==> src/rtl/reaction_pkg.sv <==
// Shared types and helpers for the multi-round reaction timer.
package reaction_pkg;

  typedef enum logic [2:0] {
    MODE_HI,
    MODE_BLANK,
    MODE_COUNT,
    MODE_RESULT,
    MODE_ERR_EARLY,
    MODE_ERR_TIMEOUT,
    MODE_AVG
  } mode_t;

  typedef enum logic [2:0] {
    S_IDLE,
    S_WAIT_RAND,
    S_TIMING,
    S_RESULT,
    S_ERR_EARLY,
    S_ERR_TIMEOUT,
    S_AVG
  } state_t;

  // Fibonacci taps 16,14,13,11 expressed as bit positions 15,13,12,10.
  localparam logic [15:0] LFSR_TAPS = 16'hB400;

  function automatic int ms_div(input int clk_hz);
    return clk_hz / 1000;
  endfunction

endpackage

==> src/rtl/reaction_timer_mr_lfsr16.sv <==
// Free-running 16-bit Fibonacci LFSR that supplies the random delay bits.
module lfsr16
  import reaction_pkg::*;
(
  input  logic        clk,
  input  logic        reset,
  input  logic [15:0] seed,
  output logic [15:0] q
);

  always_ff @(posedge clk or posedge reset) begin
    if (reset) q <= seed;
    else       q <= {q[14:0], ^(q & LFSR_TAPS)};
  end

endmodule

==> src/rtl/reaction_timer_mr.sv <==
// Multi-round reaction timer core: random delay, reaction measurement, best time.
// Optional 4-round averaging is enabled by defining REACTION_AVG_EN.
module reaction_timer_mr
  import reaction_pkg::*;
#(
  parameter int          CLK_HZ       = 100000000,
  parameter int          MIN_DELAY_MS = 2000,
  parameter int          DLY_W        = 12,
  parameter int          TIMEOUT_MS   = 1000,
  parameter int          RES_W        = 14,
  parameter logic [15:0] SEED         = 16'hACE1
) (
  input  logic             clk,
  input  logic             reset,
  input  logic             start,
  input  logic             stop,
  input  logic             clr_best,
  output logic             led,
  output mode_t            mode,
  output logic [RES_W-1:0] value,
  output logic             result_valid,
  output logic [RES_W-1:0] best
);

  localparam int DIV  = ms_div(CLK_HZ);
  localparam int PW   = (DIV > 1) ? $clog2(DIV) : 1;
  localparam int DMAX = MIN_DELAY_MS + (1 << DLY_W);
  localparam int CMAX = (DMAX > TIMEOUT_MS) ? DMAX : TIMEOUT_MS;
  localparam int CW   = $clog2(CMAX + 1);
  localparam logic [15:0] DLY_MASK = 16'((1 << DLY_W) - 1);

  state_t           state;
  logic [PW-1:0]    pre;
  logic             tick;
  logic [CW-1:0]    ms_cnt;
  logic [CW-1:0]    delay_target;
  logic [15:0]      lfsr_q;
  logic [RES_W-1:0] cap;

  lfsr16 u_lfsr (
    .clk  (clk),
    .reset(reset),
    .seed (SEED),
    .q    (lfsr_q)
  );

  assign tick = (pre == PW'(DIV - 1));
  assign cap  = RES_W'(ms_cnt);

`ifdef REACTION_AVG_EN
  logic [1:0]       rnd;
  logic [RES_W+1:0] sum;
  logic [RES_W+1:0] sum_next;
  assign sum_next = sum + (RES_W+2)'(cap);
`endif

  // Every state change clears the prescaler so each phase starts on a fresh ms boundary.
  always_ff @(posedge clk or posedge reset) begin
    if (reset) begin
      state        <= S_IDLE;
      led          <= 1'b0;
      mode         <= MODE_HI;
      value        <= '0;
      result_valid <= 1'b0;
      best         <= '1;
      pre          <= '0;
      ms_cnt       <= '0;
      delay_target <= '0;
`ifdef REACTION_AVG_EN
      rnd          <= '0;
      sum          <= '0;
`endif
    end else begin
      result_valid <= 1'b0;
      pre          <= tick ? '0 : pre + 1'b1;
      if (clr_best) best <= '1;

      case (state)
        S_IDLE, S_RESULT, S_ERR_EARLY, S_ERR_TIMEOUT, S_AVG: begin
          if (start) begin
            state        <= S_WAIT_RAND;
            delay_target <= CW'(32'(MIN_DELAY_MS) + 32'(lfsr_q & DLY_MASK));
            ms_cnt       <= '0;
            pre          <= '0;
            led          <= 1'b0;
            mode         <= MODE_BLANK;
            value        <= '0;
          end
        end

        S_WAIT_RAND: begin
          if (stop) begin
            state <= S_ERR_EARLY;
            pre   <= '0;
            led   <= 1'b0;
            mode  <= MODE_ERR_EARLY;
            value <= '0;
          end else if (tick) begin
            if (ms_cnt == delay_target - 1'b1) begin
              state  <= S_TIMING;
              ms_cnt <= '0;
              pre    <= '0;
              led    <= 1'b1;
              mode   <= MODE_COUNT;
              value  <= '0;
            end else begin
              ms_cnt <= ms_cnt + 1'b1;
            end
          end
        end

        S_TIMING: begin
          if (stop) begin
            pre          <= '0;
            led          <= 1'b0;
            result_valid <= 1'b1;
            best         <= (cap < best) ? cap : best;
`ifdef REACTION_AVG_EN
            rnd <= rnd + 1'b1;
            if (rnd == 2'd3) begin
              state <= S_AVG;
              mode  <= MODE_AVG;
              value <= RES_W'(sum_next >> 2);
              sum   <= '0;
            end else begin
              state <= S_RESULT;
              mode  <= MODE_RESULT;
              value <= cap;
              sum   <= sum_next;
            end
`else
            state <= S_RESULT;
            mode  <= MODE_RESULT;
            value <= cap;
`endif
          end else if (tick) begin
            ms_cnt <= ms_cnt + 1'b1;
            if (ms_cnt == CW'(TIMEOUT_MS - 1)) begin
              state <= S_ERR_TIMEOUT;
              pre   <= '0;
              led   <= 1'b0;
              mode  <= MODE_ERR_TIMEOUT;
              value <= RES_W'(TIMEOUT_MS);
            end else begin
              value <= RES_W'(ms_cnt + 1'b1);
            end
          end
        end

        default: begin
          state <= S_IDLE;
          led   <= 1'b0;
          mode  <= MODE_HI;
          value <= '0;
        end
      endcase
    end
  end

endmodule

==> config.mk <==
export PLATFORM = sky130hd
export DESIGN_NAME = reaction_timer_mr
export DESIGN_NICKNAME = d
export VERILOG_FILES = /design/src/rtl/reaction_pkg.sv /design/src/rtl/reaction_timer_mr_lfsr16.sv /design/src/rtl/reaction_timer_mr.sv
export SDC_FILE = /design/constraint.sdc
export NUM_CORES = 1
export LEC_CHECK = 0
export ABC_AREA = 1
export CORE_MARGIN = 3
export CORE_UTILIZATION = 40
export CTS_BUF_LIST = sky130_fd_sc_hd__clkbuf_2 sky130_fd_sc_hd__clkbuf_4 sky130_fd_sc_hd__clkbuf_8
export CTS_CLUSTER_DIAMETER = 50
export CTS_CLUSTER_SIZE = 12
export DETAILED_ROUTE_END_ITERATION = 7
export GPL_TIMING_DRIVEN = 0
export HOLD_SLACK_MARGIN = 0.12
export PLACE_DENSITY = 0.63
export REMOVE_ABC_BUFFERS = 1
export SLEW_MARGIN = 20
export SYNTH_ARGS = -nofsm -noshare
export SYNTH_HDL_FRONTEND = slang
export SYNTH_SLANG_ARGS = --single-unit
==> constraint.sdc <==
create_clock -name clk -period 5.85 [get_ports clk]
set_clock_uncertainty 0.1 [all_clocks]
set_input_delay 0.585 -clock clk [delete_from_list [all_inputs] [get_ports clk]]
set_output_delay 0.585 -clock clk [all_outputs]
set_load 0.01 [all_outputs]
# ---- Word-level counts from Yosys, hierarchy flattened
# Index checks and enable logic that the tools add are counted.
dict set report word_totals {
  regBits 92
  in_bits 5
}
dict set report op_classes {
  n_addsub 5
  n_lt_le_gt_ge 1
  n_eq_ne 19
  muxes 46
  n_reduce_logical 8
}
# operator count
set op_table {}
lappend op_table {{$mux W14} 11}
lappend op_table {{$mux W17} 8}
lappend op_table {{$mux W13} 6}
lappend op_table {{$pmux W17 S3} 1}
lappend op_table {{$pmux W14 S3} 1}
lappend op_table {{$pmux W13 S3} 1}
lappend op_table {{$mux W3} 7}
lappend op_table {{$add A17 B1 Y17 const B} 1}
lappend op_table {{$eq A17 B17 Y1 const B} 1}
lappend op_table {{$reduce_xor A16 Y1} 1}
lappend op_table {{$ne A3 B3 Y1 const B} 5}
lappend op_table {{$add A13 B1 Y14 const B} 1}
lappend op_table {{$lt A13 B14 Y1} 1}
lappend op_table {{$add A11 B12 Y13 const A} 1}
lappend op_table {{$add A13 B1 Y13 const B} 1}
lappend op_table {{$eq A13 B10 Y1 const B} 1}
lappend op_table {{$eq A13 B13 Y1} 1}
lappend op_table {{$sub A13 B1 Y13 const B} 1}
lappend op_table {{$ne A2 B2 Y1 const B} 5}
lappend op_table {{$eq A3 B3 Y1 const B} 3}
lappend op_table {{$mux W1} 9}
lappend op_table {{$pmux W3 S3} 1}
lappend op_table {{$eq A3 B2 Y1 const B} 2}
lappend op_table {{$reduce_and A6 Y1} 1}
lappend op_table {{8 further kinds} 8}

# ---- Longest topological paths before layout
# Gate-level depths: netlist (run 1).
dict set report logic_depth {
  depth_word 6
  ltp_mapped 16
}

# ---- Worst setup path before layout (run 1)
# Ideal clock, no wire load.
dict set report synth_path {
  path_type {register to register}
  startpoint {register best[5]}
  endpoint {register best[9]}
  setup_time_ns 0.076
  arrival_ns 1.872
  setup_slack_ns 3.802
  path_stages_with_launch 11
  n_path_buf 1
  period_less_slack_ns 2.048
  cell_sequence {dfstp_2 > inv_1 > ha_1 > nand4_1 > o221ai_1 > a21oi_1 > o22ai_1 > nand2_1 > buf_2 > nand2_1 > nand2_1}
}
dict set report synth_via {
  elab_chain_cells 2
}
# item line
set synth_lines {}
lappend synth_lines {{start: declaration} reaction_timer_mr.sv:22} ;# output logic [RES_W-1:0] best
lappend synth_lines {{start signal: assignment} reaction_timer_mr.sv:117} ;# best <= (cap < best) ? cap : best;
lappend synth_lines {{$lt A13 B14 Y1} reaction_timer_mr.sv:117}
lappend synth_lines {{$ne A3 B3 Y1 (no source line)} --}
# Every way passes these cells.
# A chain may end at the register's enable or synchronous reset.

# ---- Final worst setup path (run 1)
dict set report layout_path {
  startpoint {input stop}
  endpoint {register value[12]}
}
dict set report layout_via {
  elab_chain_cells 2
  word_cells_on_any_way 7
}
# item line
set layout_lines {}
lappend layout_lines {{start: declaration} reaction_timer_mr.sv:16} ;# input logic stop,
lappend layout_lines {{$ne A3 B3 Y1 (no source line) (tied with other cells)} --}
lappend layout_lines {{$reduce_and A4 Y1 (no source line) or $pmux W14 S3 (tied branches)} --}
lappend layout_lines {{end signal: assignment} reaction_timer_mr.sv:134} ;# value <= cap;
lappend layout_lines {{end signal: assignment} reaction_timer_mr.sv:143} ;# value <= RES_W'(TIMEOUT_MS);
lappend layout_lines {{end signal: assignment} reaction_timer_mr.sv:145} ;# value <= RES_W'(ms_cnt + 1'b1);
lappend layout_lines {{end: declaration} reaction_timer_mr.sv:20} ;# output logic [RES_W-1:0] value,
# Parallel ways exist; a longest one is shown, timed or not.

==> results of run 1 <==
[worst max path at each step]
stage / from / to / slack (ns) / cells after the start
after floorplan: reset / delay_target[0]$_DFFE_PP0P_ / 2.81 / 1
after global placement: reset / ms_cnt[8]$_DFFE_PP0P_ / 1.34 / 2
after detailed placement: stop / value[12]$_DFFE_PP0P_ / 2.25 / 8
after CTS: ms_cnt[5]$_DFFE_PP0P_ / best[0]$_DFFE_PP1P_ / 2.50 / 8
after global routing: stop / value[12]$_DFFE_PP0P_ / 2.35 / 8
final: stop / value[12]$_DFFE_PP0P_ / 2.64 / 8
[layer usage]
| metal | GRT usage [%] | share of wire (%) |
|---|---|---|
| met5 | 0 | 0 |
| met4 | 5.33 | 1.4 |
| met3 | 3.52 | 3.8 |
| met2 | 29.3 | 49 |
| met1 | 23.2 | 46 |
[cell families (layout without fill, tap and decap cells)]
| logic type | count (synthesis) | in the layout | share of synthesized area (%) |
|---|---|---|---|
| buf+inv | 104 | 130 | 7.89 |
| xor+xnor | 36 | 36 | 5.73 |
| flops | 92 | 92 | 42.3 |
| simple gates | 398 | 398 | 32.0 |
| fa+ha+maj | 16 | 16 | 3.64 |
| compound gates | 81 | 81 | 8.39 |
[per-stage QoR]
stage	hold WS (ns)	utilization (%)	instance area [um2]
floorplan	0.233	-	5350
global placement	0.236	44.5	5940
detailed placement	0.246	44.8	5990
CTS	0.264	46.2	6170
global route	0.275	46.3	6180
finish	0.264	46.3	6180
[final cells by class]
cell class / instances / share of cell area [%]
tap: 176 / 3.56
clock inverter: 4 / 0.527
sequential: 92 / 37.7
inverter: 75 / 4.64
timing repair buffer: 39 / 6.62
multi-input combinational: 531 / 44.5
clock buffer: 12 / 2.47
[state kept, by name (all words and copies together) (netlist names), 3 cells and up]
signal	count
best	14
delay_target	13
ms_cnt	13
pre	17
state	3
u_lfsr.q	16
value	14
[power by group]
group          internal, mW  total [mW]  switching, mW
registers             0.749       0.855          0.106
clock network         0.178       0.411          0.233
logic                 0.276       0.779          0.503
total                  1.20        2.04          0.842
[cells in the final DEF (no fill, tap or decap), drive strengths merged, types with 4 or more instances in the layout]
master	synthesis	routed
xor2	25	25
xnor2	11	11
nor2	87	87
inv	74	75
nand4	15	15
clkdlybuf4s50	0	37
dfstp	22	22
o22ai	7	7
nor3b	4	4
ha	16	16
nand3	60	60
dfrtp	70	70
o21ai	50	50
a21oi	17	17
nand2	204	204
nor3	21	21
clkbuf	10	12
==> impl_metrics.ini, run 1 <==
[run_status]
status = finished clean

[final_layout]
num_antenna_cells = 0
fill_cells = 1352
ff_latch_area_um2 = 2330
multi_input_area_um2 = 2750
drive_gt1_share_pct = 11.2
syn_to_final_growth_pct = 12.3
stdcell_count = 929
fin_nets = 769

[sta]
hold_viol_final = 0
slew_violations = 0
fin_crit_sh_pct = 54.9
rsz0062_at_grt = no
fmax_mhz = 311
worst_slack_ns = 2.64
setup-tns-final_ns = 0
period_minus_slack_ns = 3.21
max-slew-margin-rel_pct = 31.9
worstMarginPinSlew_ns = 1.02
setup_viol = 0

[clock_network]
clk_pin_slew_ns = 0.09
cts_htree_levels = 3
cts_resized = 0
cts_tree = done
post_cts_buffers = 0
cts.sinks = 92
cts_root_buf = clkbuf_8
ctsLongestPathBuffers = 2
hold_buffers = 0
clk_latency_ns = 0.38
numCtsBuffers = 9

[global_route]
antenna_found_initial = 0
grt_start_max_net_pins = 61
grt_pass1_wl_mm = 21.3
grtUsageTotal_pct = 17.6
gr-total-overflow = 0
grt_pass1_vias = 4460

[critical_path]
critical_path_buf_inv_count = 2
crit_chain = clkdlybuf4s50_1 > nor2_1 > inv_2 > nand2_1 > a21oi_2 > nand2_2 > nand2_1 > o21ai_2
crit_family = buffers and inverters
critPathRequiredTime_ns = 6.00
path_class = in -> reg
end_kind = flop
cp_common_cell = nand2_1
r2r-end = best[0]$_DFFE_PP1P_
rr_worst_depth = 8
critPathLaunchType = input port
crit_path_top_delay_cell = clkdlybuf4s50_1
worstPathMaxFanout = 30
r2r_start = ms_cnt[5]$_DFFE_PP0P_
max_stage_delay_ns = 1.14
regToRegSetupSlack_ns = 3.00
arrival_ns = 3.37

[die]
core_um2 = 13300
start_util_pct = 41.2
row_count = 42
dieArea_um2 = 15200
io_pins = 38
die_h_um = 123
die_w_um = 123

[drt]
drt-initial-drc-count = 331
drc = 0
vias = 4722
drt_pre_antenna_iters = 4
vias_per_cell = 5.08
wirelength_mm = 12.7
detail-route-antenna-nets = 0
wl_per_cell_um = 13.6

[hold_path]
min_to = u_lfsr.q[15]$_DFF_PP1_
hp-start = u_lfsr.q[14]$_DFF_PP0_
hold_class = reg -> reg
whs_path_depth = 0

[placement]
dp.cells = 913
hpwl_mm = 9.14
gp_congestion = 0.834
preCtsSetupSlack_ns = 2.25
numPortBuffers = 37

[yosys]
synth_ff_type = dfrtp_1
synth_most_common_cell = nand2_1
ys_seq_area_share_pct = 42.3
ys_ff_latch = 92
syn_area_um2 = 5500
synthTopCellsByArea = dfrtp_1 (32%), nand2_1 (13%), dfstp_2 (11%), nor2_1 (5.5%), nand3_1 (5.3%)
synth_edf_count = 0
syn_avg_cell_area_um2 = 7.57
synthCells = 727
yosys.area.top_type = dfrtp_1
synth_common_cells = nand2_1 (193), nor2_1 (81), dfrtp_1 (70), inv_1 (66), nand3_1 (58)
yosysUniqueCellTypes = 41
synth_top_area_share_pct = 31.8
yosysWarningCount = 0
synthArstFlopShare_pct = 100

[job]
cap_viol_max_count = 0

[pwr]
p_per_area_nw_per_um2 = 331
leakagePower_nw = 2.92
total_power_mw = 2.04
ir_drop_uv = 173
Note: power is estimated with default switching activity, not from simulation.
==> inputs of run 2 (changes only) <==
clock period = 3.2 ns   (was 5.85 ns; I/O delays follow)
==> run 2 against run 1 <==
Net effect: critical path depth is the same; sequential power grew 82%; die area is the same; first-iteration DRC count grew 11%; utilization is essentially flat; clock power grew 82%; combinational power grew 82%; via count shrank 0.80%; sequential share of layout area is essentially flat; critical endpoint is now best[0]$_DFFE_PP1P_.
==> impl_metrics.ini, run 2 (synthesis results as in run 1) <==
[drt]
drc = 0
drt-initial-drc-count = 367
vias_per_cell = 5.04
detail-route-antenna-nets = 0
wirelength_mm = 12.6
vias = 4684
wl_per_cell_um = 13.6
drt_pre_antenna_iters = 6

[pwr]
ir_drop_uv = 318
leakagePower_nw = 2.93
total_power_mw = 3.74
p_per_area_nw_per_um2 = 605

[critical_path]
path_class = reg -> reg
cp_common_cell = nand2_1
crit_path_top_delay_cell = dfrtp_1
critPathLaunchType = flop
crit_chain = ha_1 > nand4_1 > o221ai_1 > a21oi_1 > o22ai_2 > nand2_1 > nand2_1 > nand2_1
crit_end = best[0]$_DFFE_PP1P_
arrival_ns = 3.05
rr_worst_depth = 8
end_kind = flop
regToRegSetupSlack_ns = 0.36
startpoint = ms_cnt[5]$_DFFE_PP0P_
r2r_start = ms_cnt[5]$_DFFE_PP0P_
critPathRequiredTime_ns = 3.40
worstPathMaxFanout = 14
r2r-end = best[0]$_DFFE_PP1P_
max_stage_delay_ns = 0.54

[final_layout]
drive_gt1_share_pct = 11.2
num_antenna_cells = 0
largest_reg_flops = 17
fin_nets = 769
largest_registers = pre: 17 flops, u_lfsr.q: 16 flops
layout_commonest_cell = nand2_1
fin_util_pct = 46.3
final_area_um2 = 6180
top_register = pre
syn_to_final_growth_pct = 12.3
stdcell_count = 929
mostFrequentLayoutCells = nand2_1 (193), nor2_1 (80), dfrtp_1 (70), inv_1 (65), nand3_1 (58)

[sta]
slew_violations = 0
hold_viol_final = 0
max-slew-margin-rel_pct = 33.3
worstMarginPinSlew_ns = 0.999
fmax_mhz = 352
worst_slack_ns = 0.357
period_minus_slack_ns = 2.84
fin_crit_sh_pct = 88.9
rsz0062_at_grt = no
setup_viol = 0

[job]
cap_viol_max_count = 0

[global_route]
grt_start_max_net_pins = 61
gr-total-overflow = 0
grt_pass1_wl_mm = 21.4
grt_pass1_vias = 4465
antenna_found_initial = 0
grtUsageTotal_pct = 17.7

[clock_network]
post_cts_buffers = 0
numCtsBuffers = 9
clk_latency_ns = 0.38
cts_htree_levels = 3
cts_tree = done
cts_root_buf = clkbuf_8
clk_pin_slew_ns = 0.09
ctsLongestPathBuffers = 2
cts.sinks = 92

[die]
die_h_um = 123
dieArea_um2 = 15200
start_util_pct = 41.2
row_count = 42
core_um2 = 13300
die_w_um = 123
io_pins = 38

[placement]
placed_area_um2 = 5990
dp.cells = 913
preCtsSetupSlack_ns = -0.163
gp_congestion = 0.834
numPortBuffers = 37
hpwl_mm = 9.14

[hold_path]
hold_class = in -> async

[run_status]
status = finished clean
-- run 2: where the power goes --
group          internal [mW]  leakage (nW)  total (mW)  switching (mW)
registers               1.37          1.18        1.56           0.195
logic                  0.505          1.66        1.42           0.918
clock network          0.325        0.0900       0.749           0.423
-- run 2: how the worst min path moves through the flow --
stage	slack, ns	startpoint	to	cells after the start
after floorplan	0.23	u_lfsr.q[14]$_DFF_PP0_	u_lfsr.q[15]$_DFF_PP1_	0
after global placement	0.24	u_lfsr.q[14]$_DFF_PP0_	u_lfsr.q[15]$_DFF_PP1_	0
after detailed placement	0.25	u_lfsr.q[14]$_DFF_PP0_	u_lfsr.q[15]$_DFF_PP1_	0
after CTS	0.18	reset	u_lfsr.q[14]$_DFF_PP0_	2
after global routing	0.20	reset	u_lfsr.q[12]$_DFF_PP0_	2
final	0.19	reset	u_lfsr.q[12]$_DFF_PP0_	2
-- run 2: layer usage --
metal  wire, um  track usage [%]  part of all wire, %  up-vias
li1           -                -                    -     2386
met1       5810             23.3                   46     2207
met2       6160             29.5                   49       79
met3        489             3.52                  3.9       12
met4        178             5.33                  1.4        0
met5          0                0                    0        -
-- run 2: stage by stage --
step           setup TNS, ns  hold slack [ns]
3_3_place_gp         -109.30            0.236
5_1_grt                    0            0.197
3_5_place_dp           -2.92            0.246
4_1_cts                    0            0.181
6_report                   0            0.186
2_1_floorplan              0            0.233
-- run 2: timing repair --
item	4_1_cts	5_1_grt
resized for setup	1	1
hold buffers	0	0
setup endpoints to repair	13	1
-- run 2: layout make-up --
class	instances	area [um2]
fillers	1353	7170
clock buffers	12	153
inverters	75	287
flip-flops and latches	92	2330
repair buffers	39	412
well taps	176	220
multi-input cells	531	2750
clock inverters	4	32.5
-- run 2: critical path, delay by kind of cell (launching register included) --
family / cells / cell delay [ns]
AND/OR/NAND/NOR: 4 / 0.88
AO/OA/AOI/OAI: 3 / 0.85
flip-flops: 1 / 0.54
adder cells (fa/ha/maj): 1 / 0.39
